**config.mk**
```make
export PLATFORM = sky130hd
export DESIGN_NAME = gmii_rx_ptp_parser_flat
export DESIGN_NICKNAME = d
export VERILOG_FILES = /design/src/rtl/gmii_rx_ptp_parser_if.sv /design/src/rtl/gmii_rx_ptp_parser.sv /design/src/flat_wrapper.sv
export SDC_FILE = /design/constraint.sdc
export NUM_CORES = 1
export LEC_CHECK = 0
export BUFFER_PORTS_ARGS = -buffer_cell sky130_fd_sc_hd__buf_4
export CAP_MARGIN = 0
export CORE_MARGIN = 2
export CORE_UTILIZATION = 50
export CTS_BUF_LIST = sky130_fd_sc_hd__clkbuf_4 sky130_fd_sc_hd__clkbuf_8
export CTS_CLUSTER_DIAMETER = 30
export DETAILED_ROUTE_END_ITERATION = 16
export PLACE_DENSITY = 0.75
export SLEW_MARGIN = 20
export SYNTH_ARGS = -nofsm -noshare
export SYNTH_HDL_FRONTEND = slang
export SYNTH_SLANG_ARGS = --single-unit
```
**constraint.sdc**
```tcl
create_clock -name gmii_rxclk -period 3.05 [get_ports gmii_rxclk]
set_clock_uncertainty 0.05 [all_clocks]
set_input_delay 0.4575 -clock gmii_rxclk [delete_from_list [all_inputs] [get_ports gmii_rxclk]]
set_output_delay 0.4575 -clock gmii_rxclk [all_outputs]
set_load 0.02 [all_outputs]
```
**src/rtl/gmii_rx_ptp_parser_if.sv**
```systemverilog
// GMII receive stream plus the parser's per-frame PTP result bus.
// master: PHY/BFM side. slave: parser side.
interface gmii_rx_ptp_parser_if;
  localparam int unsigned BYTE_W = 8;
  localparam int unsigned LEN_W  = 11;
  localparam int unsigned NIB_W  = 4;
  localparam int unsigned WORD_W = 16;

  logic              gmii_rxctrl;
  logic [BYTE_W-1:0] gmii_rxdata;
  logic              rx_sfd;
  logic              rx_eof;
  logic [LEN_W-1:0]  rx_len;
  logic              rx_vlan;
  logic              rx_ptp;
  logic              rx_ptp_event;
  logic [NIB_W-1:0]  rx_ptp_msgtype;
  logic [WORD_W-1:0] rx_ptp_seqid;

  modport master (
    output gmii_rxctrl, gmii_rxdata,
    input  rx_sfd, rx_eof, rx_len, rx_vlan, rx_ptp, rx_ptp_event,
           rx_ptp_msgtype, rx_ptp_seqid
  );

  modport slave (
    input  gmii_rxctrl, gmii_rxdata,
    output rx_sfd, rx_eof, rx_len, rx_vlan, rx_ptp, rx_ptp_event,
           rx_ptp_msgtype, rx_ptp_seqid
  );
endinterface

```
**src/rtl/gmii_rx_ptp_parser.sv**
```systemverilog
// GMII RX parser: preamble/SFD detection, byte count, Ethernet II / single
// 802.1Q decode and PTPv2 messageType/sequenceId extraction at end of frame.
module gmii_rx_ptp_parser (
  input  logic                  gmii_rxclk,
  input  logic                  rst,
  gmii_rx_ptp_parser_if.slave   bus
);

  localparam int unsigned BYTE_W = 8;
  localparam int unsigned LEN_W  = 11;
  localparam int unsigned NIB_W  = 4;
  localparam int unsigned WORD_W = 16;

  localparam logic [BYTE_W-1:0] PRE_BYTE = 8'h55;
  localparam logic [BYTE_W-1:0] SFD_BYTE = 8'hD5;
  localparam logic [WORD_W-1:0] ET_VLAN  = 16'h8100;
  localparam logic [WORD_W-1:0] ET_PTP   = 16'h88F7;

  localparam logic [LEN_W-1:0]  LEN_MAX     = 11'h7FF;
  localparam logic [LEN_W-1:0]  IDX_ET_HI   = 11'd12;
  localparam logic [LEN_W-1:0]  IDX_ET_LO   = 11'd13;
  localparam logic [LEN_W-1:0]  IDX_IET_HI  = 11'd16;
  localparam logic [LEN_W-1:0]  IDX_IET_LO  = 11'd17;
  localparam logic [LEN_W-1:0]  BASE_UNTAG  = 11'd14;
  localparam logic [LEN_W-1:0]  BASE_TAG    = 11'd18;
  localparam logic [LEN_W-1:0]  OFS_VER     = 11'd1;
  localparam logic [LEN_W-1:0]  OFS_SEQ_HI  = 11'd30;
  localparam logic [LEN_W-1:0]  OFS_SEQ_LO  = 11'd31;
  localparam logic [LEN_W-1:0]  OFS_PTP_MIN = 11'd32;

  localparam logic [NIB_W-1:0]  PTP_VERSION = 4'd2;
  localparam logic [NIB_W-1:0]  EVENT_LIMIT = 4'd4;

  typedef enum logic [1:0] {
    IDLE = 2'd0,
    PRE  = 2'd1,
    DATA = 2'd2,
    DROP = 2'd3
  } state_t;

  state_t state_q;
  state_t state_d;

  logic              ctrl;
  logic [BYTE_W-1:0] data;

  logic              sfd_c;
  logic              eof_c;
  logic              cap_c;

  logic [LEN_W-1:0]  cnt_q;
  logic [WORD_W-1:0] etype_q;
  logic [WORD_W-1:0] inner_q;
  logic [NIB_W-1:0]  msg_q;
  logic [NIB_W-1:0]  ver_q;
  logic [WORD_W-1:0] seq_q;

  logic              vlan_c;
  logic [LEN_W-1:0]  base_c;
  logic [WORD_W-1:0] type_c;
  logic              ptp_c;
  logic              event_c;

  logic              sfd_q;
  logic              eof_q;
  logic [LEN_W-1:0]  len_q;
  logic              vlan_q;
  logic              ptp_q;
  logic              event_q;
  logic [NIB_W-1:0]  msgtype_q;
  logic [WORD_W-1:0] seqid_q;

  assign ctrl = bus.gmii_rxctrl;
  assign data = bus.gmii_rxdata;

  // State register
  always_ff @(posedge gmii_rxclk or posedge rst) begin
    if (rst) begin
      state_q <= IDLE;
    end else begin
      state_q <= state_d;
    end
  end

  // Next-state logic
  always_comb begin
    state_d = state_q;
    case (state_q)
      IDLE: begin
        if (ctrl) begin
          state_d = (data == PRE_BYTE) ? PRE : DROP;
        end
      end
      PRE: begin
        if (!ctrl) begin
          state_d = IDLE;
        end else if (data == SFD_BYTE) begin
          state_d = DATA;
        end else if (data != PRE_BYTE) begin
          state_d = DROP;
        end
      end
      DATA: begin
        if (!ctrl) begin
          state_d = IDLE;
        end
      end
      DROP: begin
        if (!ctrl) begin
          state_d = IDLE;
        end
      end
      default: state_d = IDLE;
    endcase
  end

  // FSM-decoded strobes and capture enable
  always_comb begin
    sfd_c = 1'b0;
    eof_c = 1'b0;
    cap_c = 1'b0;
    case (state_q)
      PRE:  sfd_c = ctrl && (data == SFD_BYTE);
      DATA: begin
        cap_c = ctrl;
        eof_c = !ctrl;
      end
      default: ;
    endcase
  end

  // Header decode; the outer Ethertype is complete before the PTP base is reached
  always_comb begin
    vlan_c  = (etype_q == ET_VLAN);
    base_c  = vlan_c ? BASE_TAG : BASE_UNTAG;
    type_c  = vlan_c ? inner_q : etype_q;
    ptp_c   = (type_c == ET_PTP) && (ver_q == PTP_VERSION) &&
              (cnt_q >= LEN_W'(base_c + OFS_PTP_MIN));
    event_c = ptp_c && (msg_q < EVENT_LIMIT);
  end

  // Byte counter and header capture, cleared at each accepted SFD
  always_ff @(posedge gmii_rxclk or posedge rst) begin
    if (rst) begin
      cnt_q   <= '0;
      etype_q <= '0;
      inner_q <= '0;
      msg_q   <= '0;
      ver_q   <= '0;
      seq_q   <= '0;
    end else if (sfd_c) begin
      cnt_q   <= '0;
      etype_q <= '0;
      inner_q <= '0;
      msg_q   <= '0;
      ver_q   <= '0;
      seq_q   <= '0;
    end else if (cap_c) begin
      if (cnt_q != LEN_MAX) begin
        cnt_q <= LEN_W'(cnt_q + 11'd1);
      end
      if (cnt_q == IDX_ET_HI)  etype_q[15:8] <= data;
      if (cnt_q == IDX_ET_LO)  etype_q[7:0]  <= data;
      if (cnt_q == IDX_IET_HI) inner_q[15:8] <= data;
      if (cnt_q == IDX_IET_LO) inner_q[7:0]  <= data;
      if (cnt_q == base_c)                         msg_q        <= data[3:0];
      if (cnt_q == LEN_W'(base_c + OFS_VER))       ver_q        <= data[3:0];
      if (cnt_q == LEN_W'(base_c + OFS_SEQ_HI))    seq_q[15:8]  <= data;
      if (cnt_q == LEN_W'(base_c + OFS_SEQ_LO))    seq_q[7:0]   <= data;
    end
  end

  // Registered strobes and end-of-frame result hold
  always_ff @(posedge gmii_rxclk or posedge rst) begin
    if (rst) begin
      sfd_q     <= 1'b0;
      eof_q     <= 1'b0;
      len_q     <= '0;
      vlan_q    <= 1'b0;
      ptp_q     <= 1'b0;
      event_q   <= 1'b0;
      msgtype_q <= '0;
      seqid_q   <= '0;
    end else begin
      sfd_q <= sfd_c;
      eof_q <= eof_c;
      if (eof_c) begin
        len_q     <= cnt_q;
        vlan_q    <= vlan_c;
        ptp_q     <= ptp_c;
        event_q   <= event_c;
        msgtype_q <= msg_q;
        seqid_q   <= seq_q;
      end
    end
  end

  assign bus.rx_sfd         = sfd_q;
  assign bus.rx_eof         = eof_q;
  assign bus.rx_len         = len_q;
  assign bus.rx_vlan        = vlan_q;
  assign bus.rx_ptp         = ptp_q;
  assign bus.rx_ptp_event   = event_q;
  assign bus.rx_ptp_msgtype = msgtype_q;
  assign bus.rx_ptp_seqid   = seqid_q;

endmodule

```
**src/flat_wrapper.sv**
```systemverilog
// flat-port wrapper written by rule: the top's interface ports become plain ports
module gmii_rx_ptp_parser_flat 
  (gmii_rxclk, rst, bus_gmii_rxctrl, bus_gmii_rxdata, bus_rx_sfd, bus_rx_eof, bus_rx_len, bus_rx_vlan, bus_rx_ptp, bus_rx_ptp_event, bus_rx_ptp_msgtype, bus_rx_ptp_seqid);
  gmii_rx_ptp_parser_if bus_i ();
  input  logic gmii_rxclk;
  input  logic rst;
  input wire logic [$bits(bus_i.gmii_rxctrl)-1:0] bus_gmii_rxctrl;
  input wire logic [$bits(bus_i.gmii_rxdata)-1:0] bus_gmii_rxdata;
  output wire logic [$bits(bus_i.rx_sfd)-1:0] bus_rx_sfd;
  output wire logic [$bits(bus_i.rx_eof)-1:0] bus_rx_eof;
  output wire logic [$bits(bus_i.rx_len)-1:0] bus_rx_len;
  output wire logic [$bits(bus_i.rx_vlan)-1:0] bus_rx_vlan;
  output wire logic [$bits(bus_i.rx_ptp)-1:0] bus_rx_ptp;
  output wire logic [$bits(bus_i.rx_ptp_event)-1:0] bus_rx_ptp_event;
  output wire logic [$bits(bus_i.rx_ptp_msgtype)-1:0] bus_rx_ptp_msgtype;
  output wire logic [$bits(bus_i.rx_ptp_seqid)-1:0] bus_rx_ptp_seqid;
  assign bus_i.gmii_rxctrl = bus_gmii_rxctrl;
  assign bus_i.gmii_rxdata = bus_gmii_rxdata;
  assign bus_rx_sfd = bus_i.rx_sfd;
  assign bus_rx_eof = bus_i.rx_eof;
  assign bus_rx_len = bus_i.rx_len;
  assign bus_rx_vlan = bus_i.rx_vlan;
  assign bus_rx_ptp = bus_i.rx_ptp;
  assign bus_rx_ptp_event = bus_i.rx_ptp_event;
  assign bus_rx_ptp_msgtype = bus_i.rx_ptp_msgtype;
  assign bus_rx_ptp_seqid = bus_i.rx_ptp_seqid;
  gmii_rx_ptp_parser u_core (.gmii_rxclk(gmii_rxclk), .rst(rst), .bus(bus_i));
endmodule
```
==> summary.md <==
| Metric | Value |
|---|---|
| Status | `complete, no violations` |
| Die width | `101 µm` |
| Yosys reg bits | `105` |
| Post-synth top area cell | `dfrtp_1` |
| Worst hold path type | `in2async` |
| Clk buf depth | `2` |
| Cell area after synthesis | `4670 µm²` |
| Vias in the first global route | `3326` |
| Dpl hpwl | `6540 µm` |
| Post-DRT Antenna Nets | `0` |
| Root Driver | `clkbuf_8` |
| Async set-reset flop share out of synthesis | `1.00` |
| Crit-path cells | `nor4_1 > nand4_1 > or2_2 > ha_1 > nor2b_1 > nand4_1 > nor2_1 > mux2i_1 > nor2_1` |
| Initial antenna violation count | `0` |
| Initial core utilization | `0.510` |
| Grt met1 use | `0.293` |
| Endpoint type of the worst setup path | `flop` |
| Delay of the slowest critical-path stage | `0.40 ns` |
| Routability Congestion | `0.929` |
| Setup Fix Bufs, Post-CTS | `0` |
| Hold_buf cts | `0` |
| Synth warnings | `0` |
| Fin Hold WS | `0.177 ns` |
| Commonest non-fill, non-tap cell in the layout | `dfrtp_1` |
| CTS Buf Count | `9` |
| Distinct cell type count after synthesis | `47` |
| Highest fanout seen on the critical path | `5` |
| Crit path DAT | `2.93 ns` |
| Yosys top cell area share | `0.563` |
| Met3 Usage GRT | `0.0361` |
| Fmax | `367 MHz` |
| Max-slew violation count | `0` |
| Crit path buffers/inverters | `0` |
| Pwr dens | `541 nW/µm²` |
| Max-Cap Viols | `0` |
| Clk slew on worst S/H paths | `0.11 ns` |
| Fraction of layout cells with a size suffix above 1 | `0.205` |
| Setup violations, final | `0` |
| Final cycle utilization of the critical path | `0.893` |
| Fillers | `761` |
| Post-synth EDFFs | `0` |
| Fin. Hold Viols | `0` |
| Layout area overhead | `13.8%` |
| Via density | `5.57` |
| Starting DRT DRC Count | `140` |
| Most frequent cells in the layout | `dfrtp_1, nand2_1, buf_4` |
| Std cell rows | `35` |
| Grt met2 use | `0.333` |
| Core Area | `9150 µm²` |
| Global route hottest layer | `met2` |
| Worst Reg-to-Reg Cells | `9` |
| DRC | `0` |
| Crit Path Class | `reg2reg` |
| H-Tree Depth | `3` |
| Ports | `47` |
| Leak Pwr | `between 2 and 3 nW` |
| Clk Latency, worst-skew pair | `0.37 ns` |
| Global-route wire length before repair | `16600 µm` |
| Post-Syn Instances | `437` |
| Slew headroom | `0.486` |
| RSZ-0062 raised after global routing | `no` |
| Overall power | `2.87 mW` |
| Net count of the mapped netlist | `455` |
| Die area | `10100 µm²` |
| Critical Path Stages | `9` |
| NumNets Final | `497` |
| Worst Tran Pin Value | `0.771 ns` |
| Fin util | `0.580` |
| Slowest CP cell | `dfrtp_1` |
| Wire per inst | `16.5 µm` |
| Area contributors post-synth | `dfrtp_1, nand2_1, mux2i_1` |
| Iteration count of the initial detailed-routing pass | `4` |
| DRT Wirelength | `9800 µm` |
| Tmin final | `2.72 ns` |
| Largest net degree at the start of global routing | `~110` |
| Antenna cells | `0` |
| Remaining global-route overflow | `0` |
| Delay-heaviest family, CP | `simple AND/OR/NAND/NOR gates` |
| Clk sinks | `105` |
| Final TNS setup | `0 ns` |
| Fraction of the yosys area taken by sequential cells | `0.563` |
| Startpoint types | `flop` |
| Critical Path RT | `3.26 ns` |
| IR drop worst, VDD | `0.294 mV` |
| Die Height | `around 100 µm` |
| Total number of vias | `around 3300` |
| Input/output buffers | `46` |
| Top FF cell, synth | `dfrtp_1` |
| GRT Util Overall | `0.210` |
| Mapped Avg Cell Area | `10.7 µm²` |
| Post-CTS sizing | `0` |
| CTS tree | `yes` |
[worst paths after layout]
path                                             from                          to  slack (ns)
min in group gmii_rxclk               bus_gmii_rxctrl           u_core.state_q[0]        0.30
hold / removal                                    rst           u_core.bus.rx_eof        0.18
setup / recovery                    u_core.etype_q[1]             u_core.msg_q[0]        0.33
hold reg to reg            u_core.bus.rx_ptp_seqid[5]  u_core.bus.rx_ptp_seqid[5]        0.43
setup reg to reg                    u_core.etype_q[1]             u_core.msg_q[0]        0.33
max in group asynchronous                         rst             u_core.cnt_q[1]        2.34
[layout make-up]
| type | instances | area (µm²) | share of cell area |
|---|---|---|---|
| inverters | 9 | 37.5 | 0.00707 |
| repair buffers | 53 | 410 | 0.0772 |
| clock inverters | 7 | 87.6 | 0.0165 |
| multi-input cells | 301 | 1890 | 0.355 |
| clock buffers | 9 | 124 | 0.0233 |
| well taps | 111 | 139 | 0.0261 |
| flip-flops and latches | 105 | 2630 | 0.495 |
[worst register-to-register path, stage by stage, from the launching register on]
cell	delay, ns
dfrtp_1	0.40
nor4_1	0.30
nand4_1	0.16
or2_2	0.35
ha_1	0.34
nor2b_1	0.21
nand4_1	0.12
nor2_1	0.36
mux2i_1	0.27
nor2_1	0.06
[report_power, final]
part           switching, mW  internal [mW]  total, mW  leakage (nW)
Sequential            0.0854           1.46       1.54          1.44
Combinational          0.285          0.142      0.426          1.07
Clock                  0.508          0.397      0.905         0.105
Total                  0.878           1.99       2.87          2.61
[metrics by stage]
stage          instances  instance area, µm²  setup slack (ns)
5_1_grt              595                5310             0.166
6_report             595                5310             0.326
4_1_cts              595                5310             0.353
2_1_floorplan        437                4670             0.639
3_3_place_gp         579                5100             0.578
3_5_place_dp         579                5100             0.443
[cell usage after synthesis (all sizes together), types with 7 or more instances]
library cell and n:
clkbuf 9, nand4 10, inv 9, a22o 22
nand2 104, buf 13, o21ai 10, a21oi 9
mux2i 32, dfrtp 105, nor2 51, ha 7
[sequential cells by signal, indices dropped and copies added (netlist names), 2 cells and up]
signal	count
u_core.bus.rx_len	11
u_core.bus.rx_ptp_msgtype	4
u_core.bus.rx_ptp_seqid	16
u_core.cnt_q	11
u_core.etype_q	16
u_core.inner_q	16
u_core.msg_q	4
u_core.seq_q	16
u_core.state_q	2
u_core.ver_q	4
[cells by family after synthesis]
kind of cell / after synthesis / synth area share
AND/OR/NAND/NOR: 206 / 0.229
flip-flops: 105 / 0.563
AO/OA/AOI/OAI: 51 / 0.0785
multiplexers: 32 / 0.0686
buffers and inverters: 31 / 0.0332
adder cells (fa/ha/maj): 7 / 0.0188
XOR/XNOR: 5 / 0.00938
[layer usage]
layer	up-vias	wire, µm
met1	1654	4490
met2	73	4700
met4	0	102
met3	11	498
li1	1576	-
met5	-	0
Power figures use the tool's default switching activity.
